==> src/rtl/motor_pkg.sv <==
// Shared types and constants for the TRACK3R motor pulse path.
package motor_pkg;

   // Datapath widths and the smallest period the step generator can honour.
   localparam int PERIOD_W   = 21;
   localparam int COUNT_W    = 10;
   localparam int MIN_PERIOD = 2;

   // Command-table values consumed by the direction-to-command mapper.
   localparam int CMD_PERIOD_FAST  = 65000;
   localparam int CMD_PERIOD_SLOW  = 85000;
   localparam int CMD_PULSES_SHORT = 20;
   localparam int CMD_PULSES_LONG  = 40;

   // Sequencer control states.
   typedef enum logic [1:0] {
      IDLE = 2'd0,
      RUN  = 2'd1,
      DONE = 2'd2
   } state_t;

endpackage

==> src/rtl/step_channel.sv <==
// One motor's step generator: latches period/count on load, then emits
// N square-ish pulses of the given period while run is asserted.
module step_channel #(
   parameter int PERIOD_W = 21,
   parameter int COUNT_W  = 10
) (
   input  logic                i_clk,
   input  logic                i_rst,
   input  logic                i_load,
   input  logic                i_run,
   input  logic [PERIOD_W-1:0] i_period,
   input  logic [COUNT_W-1:0]  i_num,
   output logic                o_step,
   output logic [COUNT_W-1:0]  o_count,
   output logic                o_finished
);

   logic [PERIOD_W-1:0] r_period;
   logic [COUNT_W-1:0]  r_num;
   logic [PERIOD_W-1:0] r_phase;
   logic [COUNT_W-1:0]  r_count;
   logic                r_step;

   logic                w_active;
   logic                w_last_phase;
   logic [PERIOD_W-1:0] w_half;
   logic [PERIOD_W-1:0] w_phase_nxt;
   logic [COUNT_W-1:0]  w_count_nxt;

   assign w_active     = (r_period != '0) && (r_count < r_num);
   assign w_last_phase = (r_phase == (r_period - PERIOD_W'(1)));
   assign w_half       = r_period >> 1;
   assign w_phase_nxt  = w_last_phase ? '0 : (r_phase + PERIOD_W'(1));
   assign w_count_nxt  = w_last_phase ? (r_count + COUNT_W'(1)) : r_count;

   // Finished is look-ahead: true when this channel has nothing left to do
   // once the current cycle ends, so the FSM leaves RUN without a dead cycle.
   assign o_finished = !w_active || (w_last_phase && (w_count_nxt == r_num));
   assign o_step     = r_step;
   assign o_count    = r_count;

   // Command latch, phase/pulse counters and the registered step level.
   always_ff @(posedge i_clk or posedge i_rst) begin
      if (i_rst) begin
         r_period <= '0;
         r_num    <= '0;
         r_phase  <= '0;
         r_count  <= '0;
         r_step   <= 1'b0;
      end else if (i_load) begin
         r_period <= i_period;
         r_num    <= i_num;
         r_phase  <= '0;
         r_count  <= '0;
         // Pre-load the first high phase so the first RUN cycle drives high.
         r_step   <= ((i_period >> 1) != '0) && (i_num != '0);
      end else if (i_run && w_active) begin
         r_phase  <= w_phase_nxt;
         r_count  <= w_count_nxt;
         r_step   <= (w_count_nxt < r_num) && (w_phase_nxt < w_half);
      end else begin
         r_step   <= 1'b0;
      end
   end

endmodule

==> src/rtl/motor_pulse_sequencer.sv <==
// Latches a left/right motor command and runs both step trains together,
// reporting busy/done and honouring an abort while running.
module motor_pulse_sequencer #(
   parameter int PERIOD_W   = motor_pkg::PERIOD_W,
   parameter int COUNT_W    = motor_pkg::COUNT_W,
   parameter int MIN_PERIOD = motor_pkg::MIN_PERIOD
) (
   input  logic                iClk,
   input  logic                iRST,
   input  logic [PERIOD_W-1:0] iLeftPeriod,
   input  logic [PERIOD_W-1:0] iRightPeriod,
   input  logic [COUNT_W-1:0]  iNumPulses,
   input  logic                iStart,
   input  logic                iStop,
   output logic                oLeftStep,
   output logic                oRightStep,
   output logic                oBusy,
   output logic                oDone,
   output logic [COUNT_W-1:0]  oLeftCount,
   output logic [COUNT_W-1:0]  oRightCount,
   output logic [1:0]          oDbgState
);
   import motor_pkg::*;

   state_t              r_state;
   logic                r_busy;
   logic                r_done;

   logic [PERIOD_W-1:0] w_left_period;
   logic [PERIOD_W-1:0] w_right_period;
   logic                w_load;
   logic                w_run;
   logic                w_left_fin;
   logic                w_right_fin;
   logic                w_empty_cmd;

   // Nonzero periods below the minimum cannot form a high and a low phase.
   assign w_left_period  = ((iLeftPeriod != '0) && (iLeftPeriod < PERIOD_W'(MIN_PERIOD)))
                           ? PERIOD_W'(MIN_PERIOD) : iLeftPeriod;
   assign w_right_period = ((iRightPeriod != '0) && (iRightPeriod < PERIOD_W'(MIN_PERIOD)))
                           ? PERIOD_W'(MIN_PERIOD) : iRightPeriod;

   assign w_load      = (r_state == IDLE) && iStart;
   // Abort freezes the channels in the same cycle; they then drive 0.
   assign w_run       = (r_state == RUN) && !iStop;
   assign w_empty_cmd = (iNumPulses == '0) || ((iLeftPeriod == '0) && (iRightPeriod == '0));

   step_channel #(.PERIOD_W(PERIOD_W), .COUNT_W(COUNT_W)) u_left (
      .i_clk      (iClk),
      .i_rst      (iRST),
      .i_load     (w_load),
      .i_run      (w_run),
      .i_period   (w_left_period),
      .i_num      (iNumPulses),
      .o_step     (oLeftStep),
      .o_count    (oLeftCount),
      .o_finished (w_left_fin)
   );

   step_channel #(.PERIOD_W(PERIOD_W), .COUNT_W(COUNT_W)) u_right (
      .i_clk      (iClk),
      .i_rst      (iRST),
      .i_load     (w_load),
      .i_run      (w_run),
      .i_period   (w_right_period),
      .i_num      (iNumPulses),
      .o_step     (oRightStep),
      .o_count    (oRightCount),
      .o_finished (w_right_fin)
   );

   // Control FSM with registered busy/done flags.
   always_ff @(posedge iClk or posedge iRST) begin
      if (iRST) begin
         r_state <= IDLE;
         r_busy  <= 1'b0;
         r_done  <= 1'b0;
      end else begin
         case (r_state)
            IDLE: begin
               r_done <= 1'b0;
               if (iStart) begin
                  if (w_empty_cmd) begin
                     r_state <= DONE;
                     r_done  <= 1'b1;
                  end else begin
                     r_state <= RUN;
                     r_busy  <= 1'b1;
                  end
               end
            end
            RUN: begin
               if (iStop) begin
                  r_state <= IDLE;
                  r_busy  <= 1'b0;
               end else if (w_left_fin && w_right_fin) begin
                  r_state <= DONE;
                  r_busy  <= 1'b0;
                  r_done  <= 1'b1;
               end
            end
            DONE: begin
               r_state <= IDLE;
               r_done  <= 1'b0;
            end
            default: begin
               r_state <= IDLE;
               r_busy  <= 1'b0;
               r_done  <= 1'b0;
            end
         endcase
      end
   end

   assign oBusy     = r_busy;
   assign oDone     = r_done;
   assign oDbgState = r_state;

endmodule

==> config.mk <==
export PLATFORM = sky130hd
export DESIGN_NAME = motor_pulse_sequencer
export DESIGN_NICKNAME = d
export VERILOG_FILES = /design/src/rtl/motor_pkg.sv /design/src/rtl/step_channel.sv /design/src/rtl/motor_pulse_sequencer.sv
export SDC_FILE = /design/constraint.sdc
export NUM_CORES = 1
export LEC_CHECK = 0
export ABC_AREA = 1
export CAP_MARGIN = 10
export CORE_UTILIZATION = 45
export DETAILED_ROUTE_END_ITERATION = 8
export SLEW_MARGIN = 5
export SYNTH_ARGS = -nofsm -noshare
export SYNTH_HDL_FRONTEND = slang
export SYNTH_SLANG_ARGS = --single-unit
export TNS_END_PERCENT = 1
==> constraint.sdc <==
create_clock -name iClk -period 5.7 [get_ports iClk]
set_input_delay 0.57 -clock iClk [delete_from_list [all_inputs] [get_ports iClk]]
set_output_delay 0.57 -clock iClk [all_outputs]
set_load 0.01 [all_outputs]
==> qor.txt <==
Area of the multi-input gates: 6150 sq um
Slack of the worst reg-to-reg path: 1.17 ns
Final Skew: 0.0134 ns
FP Rows: 54
CTS Buffer Depth: 2
# fillers: 2210
List of most frequent post-synthesis cells: nand2_1, inv_1, nor2_1
Min Tclk post-route: 4.53 ns
Post-route clock period utilization: 79.5%
Max Cap Viol: 0
Clk slew on worst S/H paths: 0.06 ns
Final Hold Vio Count: 0
#FFs+latches synth: 120
Ports: 82
Sequential area share after synthesis: 30.0%
Post-synth cell types: 53
CTS Buf Count: 17
CTS Hold Bufs: 0
Worst Setup Start Kind: flop
Achievable Freq: 221 MHz
Final setup viols: 0
GRT Total Usage: 29.2%
Syn nets: 1593
Die X: 151 microns
Layout Nets: 1673
Worst-Skew Late Latency: 0.43 ns
Diodes inserted: 0
Slew @ Worst Pin: 0.991 ns
Clk pwr share: 23.8%
Pwr Density: 397 nW/um^2
Mapped Cells: 1455
Switching Fraction: 46.4%
Top cell type by total area after synthesis: dfrtp_1
Vias in the first global route: 9580
Synth warnings: 0
Worst Path Class, Setup: flop to flop
Synth Cell Area: 10000 sq um
Htree depth: 4
CTS sink cnt: 120
Largest cells by area after synthesis: dfrtp_1, nand2_1, ha_1, inv_1, nor2_1
Dpl hpwl: 25.0 mm
Sequential power share: 28.1%
Layout cells sized above 1: 5.75%
Hold_ws: 0.486 ns
Vias per cell: 5.36
Count leader, synth: nand2_1
Largest net degree at the start of global routing: 103
TNS Setup: 0 ns
Post-synth top area share: 30.0%
Slew Viols, Final: 0
Core area: 21800 sq um
CTS tree: done
Final WL: 31.7 mm
CTS Root Cell: clkbuf_16
Via count: 9800
PortBufs: 81
Die ar.: 22900 sq um
Worst EP arrival: 4.89 ns
Switching power: 2160 uW
Initial antenna violation count: 0
Mean Syn Cell Area: 6.89 sq um
Initial drt markers: 573
DR WL/cell: 17.4 microns
First-pass GRT wire length: 50.6 mm
DIE HEIGHT: 151 microns
Combinational share of power: 48.0%
Max-slew headroom: 33.9%
Ys flop type: dfrtp_1
WP data required: 6.06 ns
DRC Markers: 0
RePlAce Congestion: 0.980
P&R area growth vs syn: 17.0%
Crit-path max FO: 14
Grt ovf: 0
ANT nets after route: 0
Lkg Pwr: 0.00564 uW
VDD IR max: 0.234 mV
Post-synth EDFFs: 0
Worst Hold Class: flop to flop
Starting Density: 45.9%
Status: complete, no violations
Async set-reset flop share out of synthesis: 100%
RSZ-0062 raised after global routing: no
DR pass1 iterations: 5
Crit. End Element: flop
Post-cts sizing count: 0
Postcts setup bufs: 0
Int Pwr: 2500 uW
Reg area: 3000 sq um
-- metrics by stage --
stage / util, % / cells / setup WS, ns / cell area, sq um / power, uW
finish: 53.8 / 1828 / 1.17 / 11700 / 4660
global route: 53.8 / 1828 / 0.738 / 11700 / 5050
CTS: 53.8 / 1828 / 1.21 / 11700 / 4680
detailed placement: 51.0 / 1796 / 1.27 / 11100 / 3550
global placement: 51.0 / 1796 / 1.34 / 11100 / 3530
floorplan: - / 1455 / 1.94 / 10000 / 2850
-- state kept, by name, summed over array words and instances (netlist names) --
| signal | flops |
|---|---|
| oBusy | 1 |
| oDbgState | 2 |
| oDone | 1 |
| u_left.o_count | 10 |
| u_left.o_step | 1 |
| u_left.r_num | 10 |
| u_left.r_period | 21 |
| u_left.r_phase | 21 |
| u_right.o_count | 10 |
| u_right.o_step | 1 |
| u_right.r_period | 21 |
| u_right.r_phase | 21 |
-- logic make-up after synthesis --
| family | Yosys count | synth area share [%] |
|---|---|---|
| simple gates | 751 | 33.2 |
| buf+inv | 232 | 8.80 |
| compound gates | 204 | 11.6 |
| flops | 120 | 30.0 |
| fa+ha+maj | 82 | 10.2 |
| xor+xnor | 66 | 6.26 |
-- worst max-delay path, stage by stage (launching register included) --
cell	delay (ns)
dfrtp_1	0.39
inv_1	0.10
ha_1	0.27
nand2_1	0.17
nor2_4	0.20
nand3_1	0.11
nand3_1	0.12
nand2_1	0.06
nor2_1	0.13
nand2_1	0.06
nor2_1	0.08
nand2_1	0.10
nor2_4	0.36
clkinv_1	0.51
nand3_1	0.26
inv_1	0.06
ha_1	0.28
nand2_1	0.06
inv_1	0.03
o21bai_1	0.11
a21oi_1	0.08
a2111oi_0	0.48
nor2_1	0.10
nor2_1	0.13
nand4_1	0.10
nand2_1	0.09
-- routing by layer --
| layer | part of all wire [%] | GRT usage [%] | vias to the layer above |
|---|---|---|---|
| met4 | 3.4 | 11.6 | 0 |
| met3 | 3.9 | 4.55 | 63 |
| met2 | 50 | 50.6 | 236 |
| met1 | 43 | 36.0 | 4561 |
| met5 | 0 | 0 | - |
| li1 | - | - | 4940 |
-- final cells by class --
| type | instances | area share (%) |
|---|---|---|
| timing repair buffer | 88 | 7.36 |
| inverter | 205 | 6.58 |
| multi-input combinational | 1103 | 52.4 |
| tap | 280 | 2.99 |
| clock buffer | 20 | 3.81 |
| clock inverter | 12 | 1.28 |
| sequential | 120 | 25.6 |
-- layout by cell type (no fill, tap or decap), types with 22 or more instances in the layout --
cell type,netlist,routed
a21oi_1,42,42
xor2_1,50,50
nand3_1,75,75
o21ai_0,91,91
nand2_1,374,374
nand4_1,37,37
ha_1,82,82
nor2_1,165,164
nor3_1,22,22
clkdlybuf4s50_1,0,81
dfrtp_1,120,120
inv_1,194,193
o22ai_1,30,30
-- power by group through the flow --
stage / logic (uW) / clock network [uW] / registers, uW
2_1_floorplan: 1600 / 0 / 1260
3_3_place_gp: 2210 / 0 / 1320
4_1_cts: 2240 / 1130 / 1310
5_1_grt: 2540 / 1170 / 1340
3_5_place_dp: 2230 / 0 / 1320
6_report: 2240 / 1110 / 1310
-- worst paths after layout --
path / startpoint / endpoint / depth (start not counted)
max in group asynchronous: iRST / u_left.r_phase[16]$_DFFE_PP0P_ / 3
min in group asynchronous: iRST / u_right.r_phase[9]$_DFFE_PP0P_ / 2
hold / removal: oBusy$_DFFE_PP0P_ / oBusy$_DFFE_PP0P_ / 2
setup reg to reg: u_left.r_period[1]$_DFFE_PP0P_ / u_left.o_step$_DFF_PP0_ / 25
setup / recovery: u_left.r_period[1]$_DFFE_PP0P_ / u_left.o_step$_DFF_PP0_ / 25
hold reg to reg: oBusy$_DFFE_PP0P_ / oBusy$_DFFE_PP0P_ / 2
Power figures use the tool's default switching activity.
